`config.mk`:
```
export PLATFORM = sky130hd
export DESIGN_NAME = afe_cfg_apb_bridge
export DESIGN_NICKNAME = d
export VERILOG_FILES = /design/src/rtl/afe_cfg_pkg.sv /design/src/rtl/afe_cfg_timeout_cnt.sv /design/src/rtl/afe_cfg_apb_bridge.sv
export SDC_FILE = /design/constraint.sdc
export NUM_CORES = 1
export LEC_CHECK = 0
export BUFFER_PORTS_ARGS = -buffer_cell sky130_fd_sc_hd__buf_2
export CAP_MARGIN = 10
export CORE_MARGIN = 2
export CORE_UTILIZATION = 50
export CTS_CLUSTER_DIAMETER = 80
export DETAILED_ROUTE_END_ITERATION = 6
export PLACE_DENSITY_LB_ADDON = 0.05
export RECOVER_POWER = 25
export SKIP_CTS_REPAIR_TIMING = 1
export SYNTH_ARGS = -nofsm -noshare
export SYNTH_HDL_FRONTEND = slang
export SYNTH_SLANG_ARGS = --single-unit
```
`constraint.sdc`:
```
create_clock -name clk_i -period 3.7 [get_ports clk_i]
set_input_delay 0.74 -clock clk_i [delete_from_list [all_inputs] [get_ports clk_i]]
set_output_delay 0.74 -clock clk_i [all_outputs]
set_load 0.02 [all_outputs]
```
`src/rtl/afe_cfg_pkg.sv`:
```
// Shared types and constants for the APB to AFE register-configuration bridge.
package afe_cfg_pkg;

   typedef enum logic [1:0] {
      IDLE = 2'd0,
      REQ  = 2'd1,
      RESP = 2'd2
   } cfg_br_state_e;

   localparam int CFG_DWIDTH     = 32;
   localparam int CFG_AWIDTH_DEF = 11;

endpackage

```
`src/rtl/afe_cfg_timeout_cnt.sv`:
```
// Saturating up-counter for the cfg-ready timeout; o_tc marks the last allowed wait cycle.
// With TIMEOUT_CYCLES = 0 the terminal count never fires.
module afe_cfg_timeout_cnt #(
   parameter int unsigned TIMEOUT_CYCLES = 64
) (
   input  logic clk_i,
   input  logic rstn_i,
   input  logic i_clr,
   input  logic i_en,
   output logic o_tc
);

   localparam int unsigned   CW      = (TIMEOUT_CYCLES == 0) ? 1 : $clog2(TIMEOUT_CYCLES + 1);
   localparam logic [CW-1:0] CNT_MAX = '1;
   localparam logic [CW-1:0] CNT_TC  = (TIMEOUT_CYCLES == 0) ? '0 : CW'(TIMEOUT_CYCLES - 1);

   logic [CW-1:0] r_cnt;

   always_ff @(posedge clk_i or negedge rstn_i) begin
      if (!rstn_i) begin
         r_cnt <= '0;
      end else if (i_clr) begin
         r_cnt <= '0;
      end else if (i_en && (r_cnt != CNT_MAX)) begin
         r_cnt <= r_cnt + CW'(1);
      end
   end

   assign o_tc = (TIMEOUT_CYCLES != 0) && (r_cnt == CNT_TC);

endmodule

```
`src/rtl/afe_cfg_apb_bridge.sv`:
```
// APB3 completer issuing one cfg-bus transfer per APB access, with a ready timeout
// that turns a hung responder into PSLVERR.
//   state | meaning
//   IDLE  | waiting for psel; captures address, write data and direction
//   REQ   | cfg_valid_o high until ready or timeout
//   RESP  | one-cycle PREADY with captured read data / error
module afe_cfg_apb_bridge
   import afe_cfg_pkg::*;
#(
   parameter int                    APB_AWIDTH     = 13,
   parameter int                    CFG_AWIDTH     = CFG_AWIDTH_DEF,
   parameter int unsigned           TIMEOUT_CYCLES = 64,
   parameter logic [CFG_DWIDTH-1:0] ERR_RDATA      = 32'hBADACCE5
) (
   input  logic                  clk_i,
   input  logic                  rstn_i,
   input  logic [APB_AWIDTH-1:0] apb_paddr_i,
   input  logic                  apb_psel_i,
   input  logic                  apb_penable_i,
   input  logic                  apb_pwrite_i,
   input  logic [CFG_DWIDTH-1:0] apb_pwdata_i,
   output logic [CFG_DWIDTH-1:0] apb_prdata_o,
   output logic                  apb_pready_o,
   output logic                  apb_pslverr_o,
   output logic [CFG_AWIDTH-1:0] cfg_addr_o,
   output logic [CFG_DWIDTH-1:0] cfg_data_o,
   output logic                  cfg_valid_o,
   output logic                  cfg_rwn_o,
   input  logic [CFG_DWIDTH-1:0] cfg_data_i,
   input  logic                  cfg_ready_i
);

   cfg_br_state_e         r_state;
   cfg_br_state_e         w_next_state;
   logic [CFG_AWIDTH-1:0] r_addr;
   logic [CFG_DWIDTH-1:0] r_wdata;
   logic [CFG_DWIDTH-1:0] r_rdata;
   logic                  r_rwn;
   logic                  r_err;
   logic                  w_tc;
   logic                  w_cnt_clr;
   logic                  w_cnt_en;
   logic                  w_unused;

   // penable and the byte-lane / decoded upper address bits carry no information here
   assign w_unused = ^{apb_paddr_i, apb_penable_i};

   assign w_cnt_clr = (r_state == IDLE);
   assign w_cnt_en  = (r_state == REQ) && !cfg_ready_i;

   afe_cfg_timeout_cnt #(
      .TIMEOUT_CYCLES(TIMEOUT_CYCLES)
   ) u_timeout_cnt (
      .clk_i (clk_i),
      .rstn_i(rstn_i),
      .i_clr (w_cnt_clr),
      .i_en  (w_cnt_en),
      .o_tc  (w_tc)
   );

   always_ff @(posedge clk_i or negedge rstn_i) begin
      if (!rstn_i) begin
         r_state <= IDLE;
      end else begin
         r_state <= w_next_state;
      end
   end

   always_comb begin
      w_next_state = r_state;
      unique case (r_state)
         IDLE:    if (apb_psel_i) w_next_state = REQ;
         REQ:     if (cfg_ready_i || w_tc) w_next_state = RESP;
         RESP:    w_next_state = IDLE;
         default: w_next_state = IDLE;
      endcase
   end

   always_comb begin
      cfg_valid_o   = (r_state == REQ);
      cfg_addr_o    = r_addr;
      cfg_rwn_o     = r_rwn;
      cfg_data_o    = r_rwn ? '0 : r_wdata;
      apb_pready_o  = (r_state == RESP) && apb_psel_i;
      apb_pslverr_o = (r_state == RESP) && apb_psel_i && r_err;
      apb_prdata_o  = (r_state == RESP) ? r_rdata : '0;
   end

   // Ready is checked before the terminal count so a last-cycle ready is never an error
   always_ff @(posedge clk_i or negedge rstn_i) begin
      if (!rstn_i) begin
         r_addr  <= '0;
         r_wdata <= '0;
         r_rwn   <= 1'b0;
         r_rdata <= '0;
         r_err   <= 1'b0;
      end else begin
         if ((r_state == IDLE) && apb_psel_i) begin
            r_addr  <= apb_paddr_i[CFG_AWIDTH+1:2];
            r_wdata <= apb_pwdata_i;
            r_rwn   <= ~apb_pwrite_i;
         end
         if (r_state == REQ) begin
            if (cfg_ready_i) begin
               r_rdata <= r_rwn ? cfg_data_i : '0;
               r_err   <= 1'b0;
            end else if (w_tc) begin
               r_rdata <= r_rwn ? ERR_RDATA : '0;
               r_err   <= 1'b1;
            end
         end
      end
   end

endmodule
```
* After elaboration in Yosys (flattened, before gate mapping)
Cells that the tools add are included.
Word-level totals: register bits after elaboration 86, input bits 83, output and inout bits 79, logic and storage cells 40
Operators by class: add/sub/neg operators 1, eq/ne operators 6, mux-type cells 13, bitwise logic cells 1, reductions and logical operators 12
Operators by type and width (number):
- 32-bit two-way mux | 6
- 7-bit two-way mux | 2
- 7-bit by 1-bit adder with 7-bit output, second input constant | 1
- 7-bit by 6-bit == test with 1-bit output, second input constant | 1
- 7-bit inequality test, second input constant | 1
- 1-bit logical AND | 5
- 2-bit two-way mux | 2
- 2-bit case mux with 2 select lines | 1
- 2-bit AND reduction | 2
- 2-bit nonzero test | 2
- 2-bit by 1-bit == test with 1-bit output, second input constant | 1
- 2-bit == test, second input constant | 1
- 2-bit logical NOT | 1
- 1-bit two-way mux | 2
- 2-bit by 1-bit inequality test with 1-bit output, second input constant | 1
- 2-bit inequality test, second input constant | 1
- 1-bit logical NOT | 1
- 1-bit logical OR | 1
- 1-bit inverter | 1

* Depth between registers and ports, before layout
depth in word-level cells 5, gate-level depth with buffers 7, depth with buffers taken out 5

* By module
A second synthesis with hierarchy kept.
Unflattened totals: cell total of the unflattened synthesis 361, area, all modules 4077.7 um2
By module, submodules not included:
- afe_cfg_apb_bridge | instances 1, cells each 320, area an instance 3651.0 um2, sequential area each 1976.9 um2
- afe_cfg_timeout_cnt | instances 1, cells each 41, area an instance 426.7 um2, sequential area each 175.2 um2

* Worst setup path after synthesis
OpenSTA, ideal clock, no wires.
kind register to output, from register r_state[1], to output apb_prdata_o[10], arrival 1.139 ns, data required time 2.960 ns, setup slack 1.821 ns, stages on the path, launching flop included 5, path buffers 1, cells stage by stage dfrtp_1 > inv_2 > nor2_1 > clkbuf_1 > and2_1
Between the ends: cells in the longest elaborated chain, start to end 2
Ends and longest elaborated chain:
- start, declared | line afe_cfg_apb_bridge.sv:33 | cfg_br_state_e r_state;
- start signal, assigned | line afe_cfg_apb_bridge.sv:65 | r_state <= w_next_state;
- 2-bit == test | line afe_cfg_apb_bridge.sv:86 | apb_prdata_o = (r_state == RESP) ? r_rdata : '0;
- 32-bit two-way mux | line afe_cfg_apb_bridge.sv:86
- end, declared | line afe_cfg_apb_bridge.sv:22 | output logic [CFG_DWIDTH-1:0] apb_prdata_o,
Every way passes these cells.

* Worst setup path after layout
from register r_state[1], to output apb_pslverr_o
Between the ends: cells in the longest elaborated chain, start to end 3
Ends and longest elaborated chain:
- 2-bit == test | line afe_cfg_apb_bridge.sv:85 | apb_pslverr_o = (r_state == RESP) && apb_psel_i && r_err;
- 1-bit logical AND (2 in series) | line afe_cfg_apb_bridge.sv:85
- end, declared | line afe_cfg_apb_bridge.sv:24 | output logic apb_pslverr_o,
Every way passes these cells.

==> results.txt <==
----------------------------------------------------
[Layout]
  P&R area growth vs syn ... 27.4%
  Number of antenna cells inserted ... 0
  Number of nets in the final layout ... between 500 and 600
  Proportion of layout cells with a drive suffix above 1 ... 0.499

[Critical path]
  Chain of cells forming the critical path ... inv_2 > nor2_1 > buf_4 > and3_1 > buf_2
  Cell with the biggest individual delay on the critical path ... sky130_fd_sc_hd__dfrtp_1
  Kind of cell adding the most delay to the critical path ... simple AND/OR/NAND/NOR gates
  Setup crit end kind ... primary output
  Cell depth of the worst setup path ... 5
  Buffering stage count on the worst path with inverters included ... 3
  Startpoint of the most critical register-to-register path ... r_state[0]$_DFFE_PN0P_
  Worst endpoint required time ... a little under 3 ns
  Startpoint types ... flop
  Number of cells on the worst reg-to-reg path ... 3
  CP arrival ... approximately 1.9 ns
  Worst-path fanout max ... 26
  Launch point of the critical path ... r_state[1]$_DFFE_PN0P_
  Peak per-stage delay on the critical path ... between 0.4 and 0.5 ns
  WS Path Type ... reg -> out

[Outcome]
  Violations in the final reports ... capacitance limit, slew limit
  Status ... finished, violations left

[Worst hold path]
  HP Class ... reg -> reg
  Start point of the worst hold path ... u_timeout_cnt.r_cnt[5]$_DFFE_PN0P_
  Depth of the worst hold-timing path ... 1

[Yosys]
  Leading register cell type out of synthesis ... sky130_fd_sc_hd__dfrtp_1
  Synth top area share ... 0.571
  Number of flip-flops and latches in the synthesized netlist ... 86
  Net count after synthesis ... around 380
  Mapped Avg Cell Area ... approximately 13 sq um
  Share of the yosys chip area belonging to registers ... 0.571
  Share of synthesized registers carrying an async set or reset ... 1.00
  Cell types occupying the most area after synthesis ... sky130_fd_sc_hd__dfrtp_1 (57%), sky130_fd_sc_hd__mux2_2 (13%), sky130_fd_sc_hd__and2_1 (5.6%)
  Largest area contributor in the netlist ... sky130_fd_sc_hd__dfrtp_1
  Mapped Cells ... around 300
  Post-synth EDFFs ... 0
  Post-synth design cell area ... ~0.0038 sq mm
  Leading post-synthesis cells by instance count ... sky130_fd_sc_hd__dfrtp_1 (86), sky130_fd_sc_hd__mux2_2 (43), sky130_fd_sc_hd__and2_1 (34)
  Netlist cell types ... 31
  Library cell with the highest instance count after synthesis ... sky130_fd_sc_hd__dfrtp_1
  Yosys warning count ... 0

[Placement]
  Quantity of I/O buffers inserted on ports ... 158
  Final HPWL from detailed placement ... 5720 um
  Routability-driven placement congestion ratio ... 0.837
  Worst setup slack after placement ... between 1 and 1.5 ns

[Clock network]
  Count of clock tree sinks ... 86
  Clk Tree Root Cell ... sky130_fd_sc_hd__clkbuf_8
  TritonCTS clock tree ... done
  H-Tree Level Count ... 3
  Later-pin clock latency in the skew report ... roughly 0.34 ns
  CTS max path bufs ... 2
  CTS clock-pin slew for the worst setup and hold paths ... 0.08 ns
  Inserted Clock Buffers ... 9

[Floorplan]
  I/O pin cnt ... about 160
  Initial cell density of the core ... 0.517
  Placeable core region ... about 0.0073 sq mm
  Area of the die ... ~0.0083 sq mm
  Floorplan die width ... about 91 um
  Die Height ... between 90 and 100 um
  Number of placement rows ... 31

[STA]
  Number of setup violations in the final report ... 0
  Max-slew violation total from the final report ... 35
  Highest achievable clock rate ... approximately 380 MHz
  Final critical-path share of the clock period ... 0.714
  Crit path setup slack, layout ... ~1.1 ns
  Unrepaired setup endpoints after global routing ... no
  Remaining max-slew budget at the tightest pin ... -0.146
  Clk_skew ... 0.00924 ns
  Setup TNS after final layout ... 0 ns
  Shortest clock period the worst path allows after layout ... ~2.6 ns
  Total count of hold-check failures in the final report ... 0
  Transition time at the pin with the least slew margin ... approximately 1.7 ns

[Detailed routing]
  DRC Markers ... 0
  Pre-antenna DRT Iters ... 4
  Drt initial violations ... approximately 120
  Average wire length per cell after detail routing ... 14.7 um
  Ratio of routed vias to standard cells ... around 5
  Vias ... between 2k and 3k
  Total Wirelength ... 8200 um
  Antenna-violating nets left ... 0

[GRT]
  Total congestion overflow after global routing ... 0
  Number of global-route vias before repair ... approximately 2.9k
  Number of antenna violations at the first check in global routing ... 0
  Maximum number of pins on one net before global-route repair ... between 40 and 50
  First-pass GRT wire length ... roughly 14000 um
  Overall global routing resource usage ... 0.207

[Power]
  Maximum vdd ir drop ... between 0.4 and 0.5 mV
  Power per unit of standard cell area ... slightly above 700 mW/mm^2
  P_leak ... 2.43 nW

[Flow run]
  Max-cap viol count ... 1

----------------------------------------------------
-- per-layer routing --
metal	share of wire	routed length [um]	global-route usage	up-vias
met5	0	0	0	-
met4	0.0065	53	0.0669	0
met3	0.084	692	0.0634	5
met2	0.47	3820	0.331	92
met1	0.44	3630	0.271	1379
li1	-	-	-	1359
-- layout by cell type (no fill, tap or decap), types with 2 or more instances in the layout --
| master | netlist | final |
|---|---|---|
| sky130_fd_sc_hd__buf_2 | 4 | 157 |
| sky130_fd_sc_hd__dfrtp_1 | 86 | 86 |
| sky130_fd_sc_hd__mux2_2 | 43 | 43 |
| sky130_fd_sc_hd__and2_1 | 34 | 33 |
| sky130_fd_sc_hd__nor2b_1 | 32 | 32 |
| sky130_fd_sc_hd__a221o_1 | 19 | 19 |
| sky130_fd_sc_hd__a22o_1 | 13 | 13 |
| sky130_fd_sc_hd__clkbuf_8 | 0 | 12 |
| sky130_fd_sc_hd__nor2_1 | 7 | 7 |
| sky130_fd_sc_hd__a21oi_1 | 7 | 7 |
| sky130_fd_sc_hd__nand2_1 | 6 | 6 |
| sky130_fd_sc_hd__nand3_1 | 5 | 5 |
| sky130_fd_sc_hd__buf_4 | 1 | 4 |
| sky130_fd_sc_hd__inv_2 | 2 | 2 |
| sky130_fd_sc_hd__and3_1 | 2 | 2 |
| sky130_fd_sc_hd__nand4_1 | 2 | 2 |
| sky130_fd_sc_hd__nor3_1 | 2 | 2 |
| sky130_fd_sc_hd__a211oi_1 | 2 | 2 |
| sky130_fd_sc_hd__inv_1 | 2 | 2 |
| sky130_fd_sc_hd__o21ai_0 | 2 | 2 |
| sky130_fd_sc_hd__or3_1 | 2 | 2 |
| sky130_fd_sc_hd__clkinvlp_4 | 0 | 2 |
| sky130_fd_sc_hd__clkbuf_1 | 7 | 2 |
-- power by group --
group | total (mW) | internal [mW] | leakage [nW] | switching, mW
Sequential | 1.50 | 1.32 | 1.06 | 0.186
Clock | 0.695 | 0.369 | 0.105 | 0.326
Combinational | 1.28 | 0.595 | 1.27 | 0.683
-- metrics by stage --
stage               hold slack [ns]  total power, mW  cells   util  cell area (sq um)
global route                  0.505             3.70    556  0.659               4800
detailed placement            0.460             2.81    540  0.630               4590
floorplan                     0.436             2.41    297      -               3770
global placement              0.460             2.78    540  0.630               4590
finish                        0.470             3.47    556  0.659               4800
CTS                           0.336             3.51    556  0.660               4810
-- kinds of logic (layout without fill, tap and decap cells) --
| kind of cell | count (synthesis) | after routing | synth area share |
|---|---|---|---|
| adder cells (fa/ha/maj) | 1 | 1 | 0.00332 |
| multiplexers | 43 | 43 | 0.128 |
| AO/OA/AOI/OAI | 48 | 48 | 0.107 |
| buffers and inverters | 24 | 184 | 0.0421 |
| flip-flops | 86 | 86 | 0.571 |
| AND/OR/NAND/NOR | 95 | 95 | 0.149 |
-- final timing paths --
path                       slack (ns)                            endpoint
setup / recovery                 1.06                       apb_pslverr_o
hold / removal                   0.47  u_timeout_cnt.r_cnt[5]$_DFFE_PN0P_
setup reg to reg                 1.43             r_wdata[10]$_DFFE_PN0P_
hold reg to reg                  0.47  u_timeout_cnt.r_cnt[5]$_DFFE_PN0P_
max in group asynchronous        1.13             r_wdata[18]$_DFFE_PN0P_
min in group asynchronous        0.84           cfg_addr_o[0]$_DFFE_PN0P_
-- sequential cells by signal (all words and copies together), names as in the netlist --
register,flops
r_rdata,32
r_wdata,32
cfg_addr_o,11
u_timeout_cnt.r_cnt,7
r_state,2
cfg_rwn_o,1
r_err,1
-- cell type report --
type / count / area [sq um]
fill: 629 / 2490
clock buffer: 12 / 165
tap: 99 / 124
multi-input combinational: 187 / 1470
timing repair buffer: 164 / 828
sequential: 86 / 2150
clock inverter: 4 / 53.8
inverter: 4 / 15.0
Note: power is estimated with default switching activity, not from simulation.
